File: src/rtl/instruction_decode_stage.sv
// instruction_decode_stage: decode stage with 8-entry register file, jump redirect/squash and ID/EX valid/ready bundle
// Ports:
//   clk, reset                        clock and synchronous active-high reset
//   if_valid, if_pc, Opcode, Rd, Rs,
//   Partial_Address, if_ready         fetch beat in, backpressure out
//   wb_en, wb_addr, wb_data           register file writeback
//   ex_ready, id_valid, id_opcode, id_rd,
//   id_rd_data, id_rs_data, id_reg_write  ID/EX bundle toward execute
//   jump_taken, jump_target           one-cycle PC redirect
module instruction_decode_stage #(
  parameter int DATA_W = 8,
  parameter int PC_W   = 8,
  parameter int REG_AW = 3
) (
  input  logic              clk,
  input  logic              reset,
  input  logic              if_valid,
  input  logic [PC_W-1:0]   if_pc,
  input  logic [1:0]        Opcode,
  input  logic [REG_AW-1:0] Rd,
  input  logic [REG_AW-1:0] Rs,
  input  logic [5:0]        Partial_Address,
  output logic              if_ready,
  input  logic              wb_en,
  input  logic [REG_AW-1:0] wb_addr,
  input  logic [DATA_W-1:0] wb_data,
  input  logic              ex_ready,
  output logic              id_valid,
  output logic [1:0]        id_opcode,
  output logic [REG_AW-1:0] id_rd,
  output logic [DATA_W-1:0] id_rd_data,
  output logic [DATA_W-1:0] id_rs_data,
  output logic              id_reg_write,
  output logic              jump_taken,
  output logic [PC_W-1:0]   jump_target
);
  localparam int NREG = 2 ** REG_AW;
  localparam logic [PC_W-1:0] PC_HI_MASK = {{(PC_W-6){1'b1}}, 6'b0};
  logic [DATA_W-1:0] r_q [NREG];
  logic              id_valid_q, id_valid_d;
  logic              id_reg_write_q, id_reg_write_d;
  logic [1:0]        id_opcode_q, id_opcode_d;
  logic [REG_AW-1:0] id_rd_q, id_rd_d;
  logic [DATA_W-1:0] id_rd_data_q, id_rd_data_d;
  logic [DATA_W-1:0] id_rs_data_q, id_rs_data_d;
  logic              jump_taken_q, jump_taken_d;
  logic [PC_W-1:0]   jump_target_q, jump_target_d;
  logic              squash_q, squash_d;
  logic              accept, take_jump;
  logic [DATA_W-1:0] rd_val, rs_val;
  assign if_ready  = ~id_valid_q | ex_ready;
  assign accept    = if_valid & if_ready;
  // a beat in the shadow of a taken jump is wrong-path and never redirects
  assign take_jump = accept & ~squash_q & (Opcode == 2'b11);
  // write-through: a same-cycle writeback is visible to the read
  assign rd_val = (wb_en && wb_addr == Rd) ? wb_data : r_q[Rd];
  assign rs_val = (wb_en && wb_addr == Rs) ? wb_data : r_q[Rs];
  always_comb begin
    id_valid_d     = accept ? (~squash_q & (Opcode != 2'b11)) : (ex_ready ? 1'b0 : id_valid_q);
    id_reg_write_d = accept ? (~squash_q & ~Opcode[1]) : (ex_ready ? 1'b0 : id_reg_write_q);
    id_opcode_d    = accept ? Opcode : id_opcode_q;
    id_rd_d        = accept ? Rd : id_rd_q;
    id_rd_data_d   = accept ? rd_val : id_rd_data_q;
    id_rs_data_d   = accept ? rs_val : id_rs_data_q;
    jump_taken_d   = take_jump;
    squash_d       = take_jump;
    jump_target_d  = take_jump ? ((if_pc & PC_HI_MASK) | PC_W'(Partial_Address)) : jump_target_q;
  end
  always_ff @(posedge clk) begin
    if (reset) begin
      for (int i = 0; i < NREG; i++) r_q[i] <= DATA_W'(i);
      id_valid_q     <= 1'b0;
      id_reg_write_q <= 1'b0;
      id_opcode_q    <= '0;
      id_rd_q        <= '0;
      id_rd_data_q   <= '0;
      id_rs_data_q   <= '0;
      jump_taken_q   <= 1'b0;
      jump_target_q  <= '0;
      squash_q       <= 1'b0;
    end else begin
      if (wb_en) r_q[wb_addr] <= wb_data;
      id_valid_q     <= id_valid_d;
      id_reg_write_q <= id_reg_write_d;
      id_opcode_q    <= id_opcode_d;
      id_rd_q        <= id_rd_d;
      id_rd_data_q   <= id_rd_data_d;
      id_rs_data_q   <= id_rs_data_d;
      jump_taken_q   <= jump_taken_d;
      jump_target_q  <= jump_target_d;
      squash_q       <= squash_d;
    end
  end
  assign id_valid     = id_valid_q;
  assign id_reg_write = id_reg_write_q;
  assign id_opcode    = id_opcode_q;
  assign id_rd        = id_rd_q;
  assign id_rd_data   = id_rd_data_q;
  assign id_rs_data   = id_rs_data_q;
  assign jump_taken   = jump_taken_q;
  assign jump_target  = jump_target_q;
endmodule
File: config.mk
export PLATFORM = sky130hd
export DESIGN_NAME = instruction_decode_stage
export DESIGN_NICKNAME = d
export VERILOG_FILES = /design/src/rtl/instruction_decode_stage.sv
export SDC_FILE = /design/constraint.sdc
export NUM_CORES = 1
export LEC_CHECK = 0
export ABC_AREA = 1
export CORE_ASPECT_RATIO = 1.25
export CORE_MARGIN = 8
export CORE_UTILIZATION = 50
export CTS_CLUSTER_DIAMETER = 120
export DETAILED_ROUTE_END_ITERATION = 7
export PLACE_DENSITY = 0.74
export SKIP_CTS_REPAIR_TIMING = 1
export SLEW_MARGIN = 20
export SYNTH_ARGS = -nofsm -noshare
export SYNTH_HDL_FRONTEND = slang
export SYNTH_SLANG_ARGS = --single-unit
File: constraint.sdc
create_clock -name clk -period 2.1 [get_ports clk]
set_clock_uncertainty 0.15 [all_clocks]
set_input_delay 0.21 -clock clk [delete_from_list [all_inputs] [get_ports clk]]
set_output_delay 0.21 -clock clk [all_outputs]
set_load 0.02 [all_outputs]
=== Word level (Yosys, flattened, before mapping) ===
Memory sizes are Yosys's and may differ from the RTL's. A register that Yosys moved wholly into a read port is not among the register bits.
Cells that the tools add are included.

* Flip-flop bits (word level): 16
* Memory bits (writable): 64
* Input bits: 38
* Output and inout bits: 33
* Word-level logic and storage cells: 32
* Memories: 1

* Equal/unequal tests: 2
* Multiplexer cells: 11
* Bitwise gates (word level): 10
* Reductions and logical operators: 2

{| class="wikitable"
|+ Memory list
! name !! depth !! width !! read ports !! clocked after Yosys merged registers in !! write ports !! line !! text
|-
| r_q || 8 || 8 || 2 || 2 || 8 || 39 || <nowiki>logic [DATA_W-1:0] r_q [NREG];</nowiki>
|}

{| class="wikitable"
|+ Operators by type and width
! cell !! count
|-
| 1-bit 2-to-1 mux || 9
|-
| 8-bit 2-to-1 mux || 1
|-
| 8-bit by 6-bit bitwise OR with 8-bit output || 1
|-
| 8-bit OR reduction || 1
|-
| 1-bit bitwise AND || 5
|-
| 3-bit 2-to-1 mux || 1
|-
| 1-bit inverter || 3
|-
| 2-bit == test, second input constant || 1
|-
| 2-bit != test, second input constant || 1
|-
| 2-bit nonzero test || 1
|-
| 1-bit bitwise OR || 1
|}

=== Logic depth before layout (Yosys ltp) ===
Gate-level depths: netlist (run 1).

* Depth after elaboration: 5
* Mapped depth: 10
* Depth with buffers taken out: 9

=== Worst setup path after synthesis (run 1) ===
OpenSTA, ideal clock, no wires.

* Path type: flip-flop to flip-flop
* Start: reg id_valid_q (netlist: id_valid)
* End: reg id_rd_data_q[4] (netlist: id_rd_data[4]), read port of r_q
* Library setup time: 0.122 ns
* Arrival: 1.273 ns
* Data required time: 1.828 ns
* Setup slack: 0.555 ns
* Cell stages (with the launch flop): 7
* Path buffers: 1
* Clock period less this slack: 1.545 ns
* Cells stage by stage: dfxtp_1 > nand2_1 > nand2_1 > inv_1 > buf_2 > o21ai_0 > a21oi_2

* Longest elaborated chain between the ends: 3

{| class="wikitable"
|+ Ends and longest elaborated chain
! what !! line !! text
|-
| start: declaration || 40 || <nowiki>logic id_valid_q, id_valid_d;</nowiki>
|-
| start signal: assignment || 83 || <nowiki>id_valid_q <= id_valid_d;</nowiki>
|-
| 1-bit inverter || 51 || <nowiki>assign if_ready = ~id_valid_q | ex_ready;</nowiki>
|-
| 1-bit bitwise OR || 51 ||
|-
| named net if_ready || 23 || <nowiki>output logic if_ready,</nowiki>
|-
| 1-bit bitwise AND || 52 || <nowiki>assign accept = if_valid & if_ready;</nowiki>
|-
| end: declaration || 44 || <nowiki>logic [DATA_W-1:0] id_rd_data_q, id_rd_data_d;</nowiki>
|}

The timed path passes the listed nets, and every way through them passes these cells.
A chain may end at the register's enable or synchronous reset.

==> reports/qor.log, run 1 <==
[critical_path] required time reported for the critical path endpoint 1.97 ns
[power] Net Switching 1.31 mW
[synthesis] Post-synth top cells 129 x sky130_fd_sc_hd__nand2_1, 128 x sky130_fd_sc_hd__nor2_1, 83 x sky130_fd_sc_hd__nand3_1, 64 x sky130_fd_sc_hd__edfxtp_1, 44 x sky130_fd_sc_hd__o21ai_0
[power] total power of the final layout 4.74 mW
[critical_path] largest fanout on the critical path 8
[synthesis] fraction of registers with async set or reset after synthesis 0%
[power] Clk network pwr share 35.8%
[timing] maximum clock frequency 550 MHz
[synthesis] count of unique library cells instantiated by Yosys 25
[place] Port Buf Inserts 64
[die] Core ar. 0.00961 sq mm
[grt] aggregate global routing overflow 0
[clock_tree] number of buffers created by CTS 9
[timing] measured slew at the worst slew-check pin 0.436 ns
[grt] via count of the first global-routing pass 4,483
[detailed_routing] via-per-instance ratio 5.55
[die] Die X-Extent 105 microns
[place] post-detailed-placement cell area 0.00607 sq mm
[timing] Finish-stage setup viols 0
[clock_tree] total clock sinks 96
[timing] Slew Limit Headroom 70.8%
[grt] largest net degree at the start of global routing 30
[clock_tree] CTS tree built
[detailed_routing] wire per inst 18.5 microns
[clock_tree] buffer type at the clock tree root sky130_fd_sc_hd__clkbuf_16
[timing] RSZ-0062 raised after global routing false
[detailed_routing] detailed-route DRC error count 0
[detailed_routing] DR pass1 iterations 6
[clock_tree] clock-pin slew of the registers on the worst-case setup and hold paths 0.07 ns
[finish] share of cells above drive strength 1 14.0%
[synthesis] Cell Area, Synth 0.00494 sq mm
[timing] part of the cycle the worst path needs 86.6%
[synthesis] cell count after synthesis 617
[grt] global-route wire length before repair 24,500 microns
[run] MaxCap Viol Count 0
[clock_tree] maximum buffer depth of the clock tree 2
[die] I/O pin total 71
[timing] Slew Viols, Final 0
[detailed_routing] total detailed-routing wirelength 15,600 microns
[finish] number of standard cells in the layout, taps in and fillers out 846
[critical_path] kind of start point of the critical path primary input
[place] cell count after placement 830
[critical_path] Worst Path Class, Setup primary input to flop
[power] largest vdd supply drop 0.563 mV
[synthesis] part of the Yosys area used for sequential elements 51.9%
[finish] final design instance area without fill 0.00638 sq mm
[timing] post-route minimum period 1.82 ns
[power] leak pwr 2.62 nW
[synthesis] number of enable flip-flop cells after synthesis 64
[place] global placement routability congestion 0.925
[synthesis] count of yosys warnings during synthesis 0
[power] relative contribution of sequential cells to total power 46.7%
[detailed_routing] starting DRC count in detailed routing 537
[synthesis] flip-flop and latch count after synthesis 96
[detailed_routing] antenna violation net count after detailed routing 0
[power] Pwr per Cell Area 744 mW/mm^2
[clock_tree] H-tree Lvls 3
[power] switch share 27.7%
[grt] antenna violations before repair 0
[die] height of the chip 127 microns
[synthesis] most common flop cell mapped by yosys sky130_fd_sc_hd__edfxtp_1
[status] outcome finished clean
[power] internal power 3.43 mW
[synthesis] cell type with the highest aggregate area in the netlist sky130_fd_sc_hd__edfxtp_1
[hold_path] Tightest Hold Check Type flop to flop
[synthesis] syn_nets 655
[critical_path] kind of end point of the critical path flop
[synthesis] cells taking the most area after synthesis sky130_fd_sc_hd__edfxtp_1 39%, sky130_fd_sc_hd__dfxtp_1 13%, sky130_fd_sc_hd__nand2_1 9.8%
[finish] Area Overhead vs Synth 29.1%
[power] part of the power in combinational logic 17.6%
[die] number of cell rows 40
[finish] antenna diode instance count 0
[timing] number of endpoints with negative hold slack in the final report 0
[finish] final standard cell utilization of the core 66.4%
[synthesis] fraction of post-synthesis cell area in the top cell type by area 38.9%
[finish] number of filler cells placed in the layout 827
[die] Total Die Area 0.0133 sq mm
[detailed_routing] Vias 4,698
[grt] Total GRT Usage 23.7%
[synthesis] most frequently used cell type in the post-synthesis netlist sky130_fd_sc_hd__nand2_1
[critical_path] Critical Path AT 1.69 ns
[clock_tree] later-pin clock latency in the skew report 0.35 ns
[finish] NumNets Final 753
[synthesis] per-instance average area after synthesis 8.00 sq um
[die] initial core utilization 51.4%
[place] total half-perimeter wirelength after legalization and detailed placement 11,700 microns
-- routing by layer --
metal	GRT usage [%]	up-vias	share of wire (%)
met1	28.7	2193	39
li1	-	2250	-
met4	10.3	0	3.1
met2	39.2	225	49
met5	0	-	0
met3	5.99	30	8.9
-- flip-flops by register name (all words and copies together), names as in the netlist --
name	cells
id_valid	1
id_rd	3
jump_target	8
id_rd_data	8
id_rs_data	8
squash_q	1
r_q	64
id_reg_write	1
id_opcode	2
-- cell families after synthesis --
group | Yosys count | share of synthesized area (%)
buf+inv | 74 | 6.61
compound gates | 83 | 9.27
simple gates | 363 | 31.9
flops | 96 | 51.9
xor+xnor | 1 | 0.329
-- critical path, cell delays in order --
cell                              delay [ns]
sky130_fd_sc_hd__clkdlybuf4s50_1        0.44
sky130_fd_sc_hd__inv_2                  0.07
sky130_fd_sc_hd__nand2_1                0.08
sky130_fd_sc_hd__nor2_1                 0.22
sky130_fd_sc_hd__inv_1                  0.13
sky130_fd_sc_hd__nor2_1                 0.18
sky130_fd_sc_hd__inv_1                  0.08
sky130_fd_sc_hd__nand2_1                0.26
-- through the flow --
step / worst slack (ns) / hold WS, ns / TNS [ns]
finish: 0.282 / 0.317 / 0
global route: 0.144 / 0.343 / 0
CTS: 0.311 / 0.321 / 0
detailed placement: -0.0459 / 0.310 / -0.639
global placement: -0.0309 / 0.306 / -0.269
floorplan: 0.555 / 0.129 / 0
-- placed cells by master, fill, tap and decap left out, drive strengths merged --
| cell type | synthesis | final |
|---|---|---|
| nand2 | 134 | 134 |
| nor2 | 130 | 130 |
| nand3 | 94 | 94 |
| clkdlybuf4s50 | 0 | 64 |
| edfxtp | 64 | 64 |
| buf | 20 | 54 |
| o21ai | 51 | 51 |
| inv | 35 | 39 |
| dfxtp | 32 | 32 |
| a21oi | 24 | 24 |
| clkinv | 8 | 10 |
| clkbuf | 11 | 9 |
| o211ai | 7 | 7 |
| nand4 | 5 | 5 |
| xnor2 | 1 | 1 |
| o31ai | 1 | 1 |
| bufinv | 0 | 1 |
-- area by class of cell --
type	instances	area, sq um	area share, %
Clock inverter	7	83.8	1.31
Tap cell	126	158	2.47
Multi-Input combinational cell	447	2050	32.1
Timing Repair Buffer	118	1130	17.8
Inverter	43	164	2.57
Clock buffer	9	225	3.53
Sequential cell	96	2560	40.2
-- power groups by stage --
stage / clock (mW) / sequential, mW / combinational (mW)
2_1_floorplan: 0 / 2.28 / 0.390
3_3_place_gp: 0 / 2.25 / 0.810
3_5_place_dp: 0 / 2.25 / 0.824
4_1_cts: 1.72 / 2.21 / 0.828
5_1_grt: 1.80 / 2.23 / 0.905
6_report: 1.70 / 2.21 / 0.833
-- worst paths after layout --
kind | to | slack (ns) | depth (start not counted) | startpoint
hold / removal | id_rs_data[5]$_SDFFE_PP0P_ | 0.32 | 2 | id_rs_data[5]$_SDFFE_PP0P_
setup reg to reg | id_rs_data[0]$_SDFFE_PP0P_ | 0.61 | 6 | r_q[2][0]$_SDFFCE_PN0P_
hold reg to reg | id_rs_data[5]$_SDFFE_PP0P_ | 0.32 | 2 | id_rs_data[5]$_SDFFE_PP0P_
setup / recovery | r_q[3][0]$_SDFFCE_PN1P_ | 0.28 | 8 | reset
Power figures use the tool's default switching activity.
==> run 2: changes to the inputs <==
--- a/config.mk
+++ b/config.mk
@@ -17,3 +17,4 @@
 export SYNTH_ARGS = -nofsm -noshare
 export SYNTH_HDL_FRONTEND = slang
 export SYNTH_SLANG_ARGS = --single-unit
+export TNS_END_PERCENT = 100
==> results of run 2 <==
Same layout as run 1: the final DEF is identical, and so are final timing and power.
